$ cat config.mk
export PLATFORM = sky130hd
export DESIGN_NAME = id_stage
export DESIGN_NICKNAME = d
export VERILOG_FILES = /design/src/rtl/id_stage_pkg.sv /design/src/rtl/id_stage_imm_gen.sv /design/src/rtl/id_stage.sv
export SDC_FILE = /design/constraint.sdc
export NUM_CORES = 1
export LEC_CHECK = 0
export BUFFER_PORTS_ARGS = -buffer_cell sky130_fd_sc_hd__buf_2
export CAP_MARGIN = 5
export CORE_ASPECT_RATIO = 1.1
export CORE_MARGIN = 1.5
export CORE_UTILIZATION = 30
export CTS_CLUSTER_DIAMETER = 30
export DETAILED_ROUTE_END_ITERATION = 10
export HOLD_SLACK_MARGIN = 0.12
export PLACE_DENSITY = 0.65
export SYNTH_ARGS = -nofsm -noshare
export SYNTH_HDL_FRONTEND = slang
export SYNTH_SLANG_ARGS = --single-unit
$ cat constraint.sdc
create_clock -name clk -period 3.6 [get_ports clk]
set_input_delay 0.36 -clock clk [delete_from_list [all_inputs] [get_ports clk]]
set_output_delay 0.36 -clock clk [all_outputs]
set_load 0.05 [all_outputs]
$ cat src/rtl/id_stage_pkg.sv
// rtl/id_stage_pkg.sv - RV32I opcode/ALU encodings and ID/EX register layout
package id_stage_pkg;

  localparam logic [6:0] OPC_OP       = 7'b0110011;
  localparam logic [6:0] OPC_OP_IMM   = 7'b0010011;
  localparam logic [6:0] OPC_LOAD     = 7'b0000011;
  localparam logic [6:0] OPC_STORE    = 7'b0100011;
  localparam logic [6:0] OPC_BRANCH   = 7'b1100011;
  localparam logic [6:0] OPC_JAL      = 7'b1101111;
  localparam logic [6:0] OPC_JALR     = 7'b1100111;
  localparam logic [6:0] OPC_LUI      = 7'b0110111;
  localparam logic [6:0] OPC_AUIPC    = 7'b0010111;
  localparam logic [6:0] OPC_MISC_MEM = 7'b0001111;
  localparam logic [6:0] OPC_SYSTEM   = 7'b1110011;

  localparam logic [3:0] ALU_ADD    = 4'd0;
  localparam logic [3:0] ALU_SUB    = 4'd1;
  localparam logic [3:0] ALU_SLL    = 4'd2;
  localparam logic [3:0] ALU_SLT    = 4'd3;
  localparam logic [3:0] ALU_SLTU   = 4'd4;
  localparam logic [3:0] ALU_XOR    = 4'd5;
  localparam logic [3:0] ALU_SRL    = 4'd6;
  localparam logic [3:0] ALU_SRA    = 4'd7;
  localparam logic [3:0] ALU_OR     = 4'd8;
  localparam logic [3:0] ALU_AND    = 4'd9;
  localparam logic [3:0] ALU_PASS_B = 4'd10;

  localparam logic [6:0] FUNCT7_BASE = 7'b0000000;
  localparam logic [6:0] FUNCT7_ALT  = 7'b0100000;

  typedef struct packed {
    logic        valid;
    logic [31:0] pc;
    logic [31:0] rs1_data;
    logic [31:0] rs2_data;
    logic [31:0] imm;
    logic [4:0]  rs1_addr;
    logic [4:0]  rs2_addr;
    logic [4:0]  rd;
    logic [3:0]  alu_op;
    logic        alu_src_imm;
    logic [2:0]  funct3;
    logic        mem_read;
    logic        mem_write;
    logic        reg_write;
    logic        branch;
    logic        jal;
    logic        jalr;
    logic        lui;
    logic        auipc;
    logic        illegal;
  } id_ex_t;

  function automatic logic rs1_used(input logic [6:0] opc);
    return !(opc == OPC_LUI || opc == OPC_AUIPC || opc == OPC_JAL);
  endfunction

  function automatic logic rs2_used(input logic [6:0] opc);
    return (opc == OPC_OP || opc == OPC_STORE || opc == OPC_BRANCH);
  endfunction

endpackage

$ cat src/rtl/id_stage_imm_gen.sv
// rtl/id_stage_imm_gen.sv - combinational RV32I immediate generator
module imm_gen
  import id_stage_pkg::*;
(
  input  logic [31:0] instr,
  output logic [31:0] imm
);

  always_comb begin
    imm = {{20{instr[31]}}, instr[31:20]};
    case (instr[6:0])
      OPC_STORE:  imm = {{20{instr[31]}}, instr[31:25], instr[11:7]};
      OPC_BRANCH: imm = {{19{instr[31]}}, instr[31], instr[7], instr[30:25], instr[11:8], 1'b0};
      OPC_JAL:    imm = {{11{instr[31]}}, instr[31], instr[19:12], instr[20], instr[30:21], 1'b0};
      OPC_LUI,
      OPC_AUIPC:  imm = {instr[31:12], 12'b0};
      default:    imm = {{20{instr[31]}}, instr[31:20]};
    endcase
  end

endmodule

$ cat src/rtl/id_stage.sv
// rtl/id_stage.sv - RV32I decode stage with WB bypass, load-use stall and ID/EX register
module id_stage
  import id_stage_pkg::*;
#(
  parameter int XLEN = 32
) (
  input  logic            clk,
  input  logic            rst,
  input  logic            if_valid,
  input  logic [31:0]     if_instr,
  input  logic [XLEN-1:0] if_pc,
  input  logic            flush,
  output logic [4:0]      rg_sr1_addr,
  output logic [4:0]      rg_sr2_addr,
  input  logic [XLEN-1:0] rg_sr1_data,
  input  logic [XLEN-1:0] rg_sr2_data,
  input  logic            wb_we,
  input  logic [4:0]      wb_rd,
  input  logic [XLEN-1:0] wb_data,
  output logic            id_stall,
  output logic            ex_valid,
  output logic [XLEN-1:0] ex_pc,
  output logic [XLEN-1:0] ex_rs1_data,
  output logic [XLEN-1:0] ex_rs2_data,
  output logic [XLEN-1:0] ex_imm,
  output logic [4:0]      ex_rs1_addr,
  output logic [4:0]      ex_rs2_addr,
  output logic [4:0]      ex_rd,
  output logic [3:0]      ex_alu_op,
  output logic            ex_alu_src_imm,
  output logic [2:0]      ex_funct3,
  output logic            ex_mem_read,
  output logic            ex_mem_write,
  output logic            ex_reg_write,
  output logic            ex_branch,
  output logic            ex_jal,
  output logic            ex_jalr,
  output logic            ex_lui,
  output logic            ex_auipc,
  output logic            ex_illegal
);

  logic [6:0]  opcode;
  logic [2:0]  funct3;
  logic [6:0]  funct7;
  logic [4:0]  rs1;
  logic [4:0]  rs2;
  logic [4:0]  rd;
  logic [31:0] imm;
  logic        load_use;
  id_ex_t      d;
  id_ex_t      q;

  assign opcode = if_instr[6:0];
  assign funct3 = if_instr[14:12];
  assign funct7 = if_instr[31:25];
  assign rs1    = if_instr[19:15];
  assign rs2    = if_instr[24:20];
  assign rd     = if_instr[11:7];

  assign rg_sr1_addr = rs1;
  assign rg_sr2_addr = rs2;

  imm_gen u_imm_gen (
    .instr (if_instr),
    .imm   (imm)
  );

  always_comb begin
    d             = '0;
    d.valid       = if_valid;
    d.pc          = if_pc;
    d.imm         = imm;
    d.rs1_addr    = rs1;
    d.rs2_addr    = rs2;
    d.rd          = rd;
    d.funct3      = funct3;
    d.alu_op      = ALU_ADD;
    // The register file writes at the same edge that samples ID/EX, so WB must be bypassed here.
    d.rs1_data    = (wb_we && wb_rd != 5'd0 && wb_rd == rs1) ? wb_data : rg_sr1_data;
    d.rs2_data    = (wb_we && wb_rd != 5'd0 && wb_rd == rs2) ? wb_data : rg_sr2_data;

    case (opcode)
      OPC_OP: begin
        d.reg_write = 1'b1;
        if (funct7 == FUNCT7_BASE) begin
          case (funct3)
            3'b000:  d.alu_op = ALU_ADD;
            3'b001:  d.alu_op = ALU_SLL;
            3'b010:  d.alu_op = ALU_SLT;
            3'b011:  d.alu_op = ALU_SLTU;
            3'b100:  d.alu_op = ALU_XOR;
            3'b101:  d.alu_op = ALU_SRL;
            3'b110:  d.alu_op = ALU_OR;
            default: d.alu_op = ALU_AND;
          endcase
        end else if (funct7 == FUNCT7_ALT && funct3 == 3'b000) begin
          d.alu_op = ALU_SUB;
        end else if (funct7 == FUNCT7_ALT && funct3 == 3'b101) begin
          d.alu_op = ALU_SRA;
        end else begin
          d.illegal = 1'b1;
        end
      end
      OPC_OP_IMM: begin
        d.reg_write   = 1'b1;
        d.alu_src_imm = 1'b1;
        case (funct3)
          3'b000: d.alu_op = ALU_ADD;
          3'b010: d.alu_op = ALU_SLT;
          3'b011: d.alu_op = ALU_SLTU;
          3'b100: d.alu_op = ALU_XOR;
          3'b110: d.alu_op = ALU_OR;
          3'b111: d.alu_op = ALU_AND;
          3'b001: begin
            d.alu_op  = ALU_SLL;
            d.illegal = (funct7 != FUNCT7_BASE);
          end
          default: begin
            if (funct7 == FUNCT7_BASE)     d.alu_op = ALU_SRL;
            else if (funct7 == FUNCT7_ALT) d.alu_op = ALU_SRA;
            else                           d.illegal = 1'b1;
          end
        endcase
      end
      OPC_LOAD: begin
        d.mem_read    = 1'b1;
        d.reg_write   = 1'b1;
        d.alu_src_imm = 1'b1;
      end
      OPC_STORE: begin
        d.mem_write   = 1'b1;
        d.alu_src_imm = 1'b1;
      end
      OPC_BRANCH: begin
        d.branch = 1'b1;
        d.alu_op = ALU_SUB;
      end
      OPC_JAL: begin
        d.jal       = 1'b1;
        d.reg_write = 1'b1;
      end
      OPC_JALR: begin
        d.jalr        = 1'b1;
        d.reg_write   = 1'b1;
        d.alu_src_imm = 1'b1;
      end
      OPC_LUI: begin
        d.lui         = 1'b1;
        d.reg_write   = 1'b1;
        d.alu_src_imm = 1'b1;
        d.alu_op      = ALU_PASS_B;
      end
      OPC_AUIPC: begin
        d.auipc       = 1'b1;
        d.reg_write   = 1'b1;
        d.alu_src_imm = 1'b1;
      end
      OPC_MISC_MEM: ;
      default: d.illegal = 1'b1;
    endcase

    if (d.illegal) begin
      d.reg_write = 1'b0;
      d.mem_read  = 1'b0;
      d.mem_write = 1'b0;
    end
    if (rd == 5'd0) d.reg_write = 1'b0;
  end

  assign load_use = if_valid && q.valid && q.mem_read && (q.rd != 5'd0) &&
                    ((rs1_used(opcode) && rs1 == q.rd) || (rs2_used(opcode) && rs2 == q.rd));

  assign id_stall = load_use && !flush;

  // Reset, flush and load-use bubbles all clear the whole register.
  always_ff @(posedge clk) begin
    if (rst || flush || load_use) q <= '0;
    else                          q <= d;
  end

  assign ex_valid       = q.valid;
  assign ex_pc          = q.pc;
  assign ex_rs1_data    = q.rs1_data;
  assign ex_rs2_data    = q.rs2_data;
  assign ex_imm         = q.imm;
  assign ex_rs1_addr    = q.rs1_addr;
  assign ex_rs2_addr    = q.rs2_addr;
  assign ex_rd          = q.rd;
  assign ex_alu_op      = q.alu_op;
  assign ex_alu_src_imm = q.alu_src_imm;
  assign ex_funct3      = q.funct3;
  assign ex_mem_read    = q.mem_read;
  assign ex_mem_write   = q.mem_write;
  assign ex_reg_write   = q.reg_write;
  assign ex_branch      = q.branch;
  assign ex_jal         = q.jal;
  assign ex_jalr        = q.jalr;
  assign ex_lui         = q.lui;
  assign ex_auipc       = q.auipc;
  assign ex_illegal     = q.illegal;

endmodule

## After elaboration in Yosys (flattened, before gate mapping)

Cells that the tools add are included.

| word-level totals | value |
|---|---|
| bits of input ports | 170 |
| word-level logic and storage cells | 103 |
| register bits | 161 |
| output and inout port bits | 172 |

| cells by class | value |
|---|---|
| equality and inequality tests | 22 |
| reduce and logical (&&, ||, !) cells | 34 |
| mux-type cells | 27 |

Operator list:

| kind | count |
|---|---|
| $pmux W31 S4 | 1 |
| $mux W32 | 2 |
| $pmux W4 S7 | 2 |
| $eq A7 B6 Y1 const B | 4 |
| $eq A7 B7 Y1 const B | 3 |
| $eq A5 B5 Y1 | 4 |
| $pmux W4 S4 | 1 |
| $eq A7 B5 Y1 const B | 2 |
| $mux W1 | 14 |
| $eq A3 B3 Y1 const B | 4 |
| $logic_and A1 B1 Y1 | 12 |
| $mux W4 | 3 |
| $reduce_or A6 Y1 | 2 |
| $reduce_bool A5 Y1 | 2 |
| $reduce_or A8 Y1 | 1 |
| $eq A7 B2 Y1 const B | 1 |
| $eq A7 B4 Y1 const B | 1 |
| $logic_not A7 Y1 | 1 |
| $logic_or A1 B1 Y1 | 7 |
| $reduce_bool A7 Y1 | 1 |
| $reduce_or A7 Y1 | 1 |
| $eq A3 B2 Y1 const B | 2 |
| $mux W3 | 2 |
| $logic_not A5 Y1 | 1 |
| 7 further kinds | 9 |

## Longest topological paths before layout

| logic depth | value |
|---|---|
| word-level depth | 9 |
| depth in mapped cells | 9 |
| gate-level depth less buffers | 5 |

## Hierarchy

From an unflattened synthesis, not the netlist that was laid out.

| unflattened totals | value |
|---|---|
| cell total of the unflattened synthesis | 611 |
| area, all modules | 6199.7 um^2 |

By module, submodules not included:

| module | sequential area each (um^2) | times used | area an instance (um^2) | cells each |
|---|---|---|---|---|
| id_stage | 3223.1 | 1 | 5775.5 | 547 |
| imm_gen | 0.0 | 1 | 424.2 | 64 |

## Worst setup path before layout

Ideal clock, no wire load.

| path | value |
|---|---|
| path type | reg2out |
| from | register q, in the netlist ex_rd[4] |
| to | output id_stall |
| path slack | 0.864 ns |
| stages on the path, launching flop included | 6 |
| data arrival time | 2.376 ns |
| path buffers | 0 |
| data required time | 3.240 ns |
| path through | dfxtp_1 > xor2_1 > nor4_1 > nand3_1 > o21a_1 > nor3_1 |

| between the ends | value |
|---|---|
| longest elaborated chain between the ends | 5 |
| elaborated cells between the ends (all ways) | 9 |
| those cells by class | eq/ne (2); reduce/logical (7) |

RTL lines:

| item | RTL line | text |
|---|---|---|
| start: declaration | id_stage.sv:52 | `id_ex_t q;` |
| start signal: assignment | id_stage.sv:178 | `if (rst \|\| flush \|\| load_use) q <= '0;` |
| start signal: assignment | id_stage.sv:179 | `else q <= d;` |
| $eq A5 B5 Y1 | id_stage.sv:172 | `((rs1_used(opcode) && rs1 == q.rd) \|\| (rs2_used(opcode) && rs2 == q.rd));` |
| $logic_and A1 B1 Y1 | id_stage.sv:172 |  |
| $logic_or A1 B1 Y1 | id_stage.sv:172 |  |
| $logic_and A1 B1 Y1 * | id_stage.sv:171 | `assign load_use = if_valid && q.valid && q.mem_read && (q.rd != 5'd0) &&` |
| $logic_and A1 B1 Y1 * | id_stage.sv:174 | `assign id_stall = load_use && !flush;` |
| end: declaration | id_stage.sv:20 | `output logic id_stall,` |

Every way passes the cells marked *; elsewhere a longest branch is shown, timed or not.

## Worst setup path after layout

| path | value |
|---|---|
| from | register q, in the netlist ex_rd[1] |
| to | register q, in the netlist ex_mem_write |

| between the ends | value |
|---|---|
| longest elaborated chain between the ends | 6 |
| elaborated cells between the ends (all ways) | 10 |
| those cells by class | eq/ne (2); reduce/logical (8) |

RTL lines:

| item | RTL line |
|---|---|
| $eq A5 B5 Y1 | id_stage.sv:172 |
| $logic_and A1 B1 Y1 | id_stage.sv:172 |
| $logic_or A1 B1 Y1 | id_stage.sv:172 |
| $logic_and A1 B1 Y1 * | id_stage.sv:171 |
| $logic_or A1 B1 Y1 * | id_stage.sv:178 |
| $reduce_or A2 Y1 (no source line) * | - |

Marks and branches as above.
A chain may end at the register's enable or synchronous reset.

==> out/metrics.cfg <==
[grt]
antenna_found_initial = 1
grt_pass1_wl_mm = 27.9
grt_max_degree = 85
track_usage_pct = 18.2
grt_pass1_vias = 5095
gr-total-overflow = 0

[finish]
multi_input_area_um2 = 2370
post_route_cells_drive_above_1_share_pct = 41.8
fill_cells = 1886
nNetsFinal = 1084
ff_latch_area_um2 = 3220
area_delta_synth_final_pct = 45.1
fin_area_um2 = 8450

[synth]
ys_top_cells_by_count = dfxtp_1 (161), nor2_1 (104), mux2i_1 (64), and2_1 (53), a21oi_1 (30)
synth_edf_count = 0
synth_area_leader_cell = dfxtp_1
synth_mux_area_share_pct = 11.0
synth-adder-area-share_pct = 0
synth_top_area_share_pct = 55.4
syn_nets = 746
synth_warnings = 0
synthTopCellsByArea = dfxtp_1 (55%), mux2i_1 (11%), nor2_1 (6.7%)
async_flop_share_pct = 0
synth-simple-area-share_pct = 19.4
synth_cell_type_count = 46
syn_avg_cell_area_um2 = 10.1
synth_top_family_by_area = simple AND/OR/NAND/NOR gates
synth-seq-area-share_pct = 55.4
ys.flop_type = dfxtp_1
syn_area_um2 = 5820
synth_compound_area_share_pct = 6.43
yosys.cell_count.top_type = dfxtp_1
synth_xor_area_share_pct = 3.31
synthCells = 576
synth-seq-cells = 161

[clocking]
cts_buffer_depth = 2
cts_tree = done
ctsHtreeMaxLevel = 4
postCtsSetupBuffers = 0
insertion_delay_ps = 420
hold_buffers = 19
numCtsBuffers = 17
ctsResizeCount = 0
cts_sinks = 161
path_clk_slew_ps = 70
cts_root_buf = clkbuf_16

[outcome]
status = finished, final reports clean

[worst_setup_path]
crit_path_end_kind = flop
cp-start-kind = flop
path_max_fanout = 57
required_ps = 3960
cp.arrival_ps = 2860
worstSetupPathType = reg -> reg

[routing]
drcViolationCount = 0
vias = 5298
vias_per_cell = 4.51
wl_per_cell_um = 16.2
drt_iter0_drc = 250
drt_wl_total_mm = 19.0
drtPass1Iterations = 4
antenna_left = 0

[floorplan]
core_area_um2 = 19000
die_w_um = 136
row_count = 53
io_pins = 342
die_area_um2 = 20200
start_util_pct = 30.6
die_h_um = 149

[sta]
max_freq_mhz = 401
slew-limit-headroom_pct = 39.1
min_period_ps = 2500
setup_viol = 0
setup_tns_ps = 0
rsz0062_at_grt = false
final-hold-violation-count = 0
report.final.slew_viol_count = 0
tightest_slew_ps = 912
fin_crit_sh_pct = 69.3
finClkSkew_ps = 11.9

[job]
drv_cap = 0

[place]
port-buffer-count = 341
gp_congestion = 0.842
place_area_um2 = 7690
dp_hpwl_mm = 14.0

[power_and_ir_drop]
power_leakage_uw = 0.00401
ir_drop_mv = 0.322
p_per_area_nw_per_um2 = 510

[hold_path]
hold_class = in -> reg

## worst max-delay path, cell delays in order, from the launching register on
cell and delay (ps):
dfxtp_1 350, or4_1 570, o2111ai_2 330, nand4bb_1 260, o311a_2 230, buf_4 420, and3_1 250
## through the flow
step	util, %	setup slack (ps)	std cells	hold slack [ps]	power, uW
global route	44.4	956	1174	122	4480
floorplan	-	864	576	482	2350
detailed placement	40.4	963	1123	561	2580
CTS	44.4	1070	1173	121	4360
finish	44.4	1100	1174	139	4310
global placement	40.4	1000	1123	559	2570
## power by group
part	internal [uW]	switching (uW)	total, uW
registers	1850	18.1	1870
clock network	980	777	1760
logic	208	473	681
total	3040	1270	4310
## sequential cells by signal, indices dropped and copies added, names as in the netlist, 3 cells and up
name         count
ex_imm          32
ex_funct3        3
ex_rs2_addr      5
ex_rd            5
ex_pc           32
ex_rs2_data     32
ex_alu_op        4
ex_rs1_addr      5
ex_rs1_data     32
## final timing paths
path,start,end,slack [ps],cells after the start
hold / removal,if_pc[23],ex_pc[23],140,2
hold reg to reg,ex_mem_read,ex_rd[2],800,3
setup / recovery,ex_rd[1],ex_mem_write,1100,6
setup reg to reg,ex_rd[1],ex_mem_write,1100,6
## cells by family after synthesis
family,Yosys count
muxes,64
AOI/OAI and AO/OA,57
DFF,161
and+or+nand+nor,221
buffers and inverters,51
xor gates and xnor gates,22
## per-layer routing
| metal | global-route usage, % | up-vias | routed length, um |
|---|---|---|---|
| met3 | 4.25 | 30 | 1220 |
| li1 | - | 2604 | - |
| met4 | 8.17 | 0 | 471 |
| met2 | 31.2 | 209 | 9680 |
| met5 | 0 | - | 0 |
| met1 | 21.6 | 2455 | 7670 |
## layout by cell type (no fill, tap or decap), types with 2 or more instances in the layout
master and instances:
buf_2 341, dfxtp_1 161, nor2_1 104, mux2i_1 64, and2_1 53, a21oi_1 30, dlygate4sd3_1 19, clkbuf_16 17
xor2_1 13, nor3_1 10, xnor2_1 9, nand3_1 8, and3_1 8, o21ai_0 7, nand2_1 6, nor4_1 6
buf_4 6, or4_1 5, nor2b_1 5, a22oi_1 5, clkinvlp_4 4, nand2b_1 3, inv_1 3, a2111oi_0 3
inv_6 3, nand4bb_1 2, nor4_4 2, a21o_1 2, clkinv_2 2, inv_8 2
## final cells by class
class	instances	area share [%]
clock buffer	18	5.20
multi-input combinational	364	28.1
clock inverter	13	1.51
antenna	1	0.0296
timing repair buffer	367	23.2
sequential	161	38.2
inverter	3	0.133
tap	247	3.66
No activity file was read; power rests on OpenSTA's default activity.
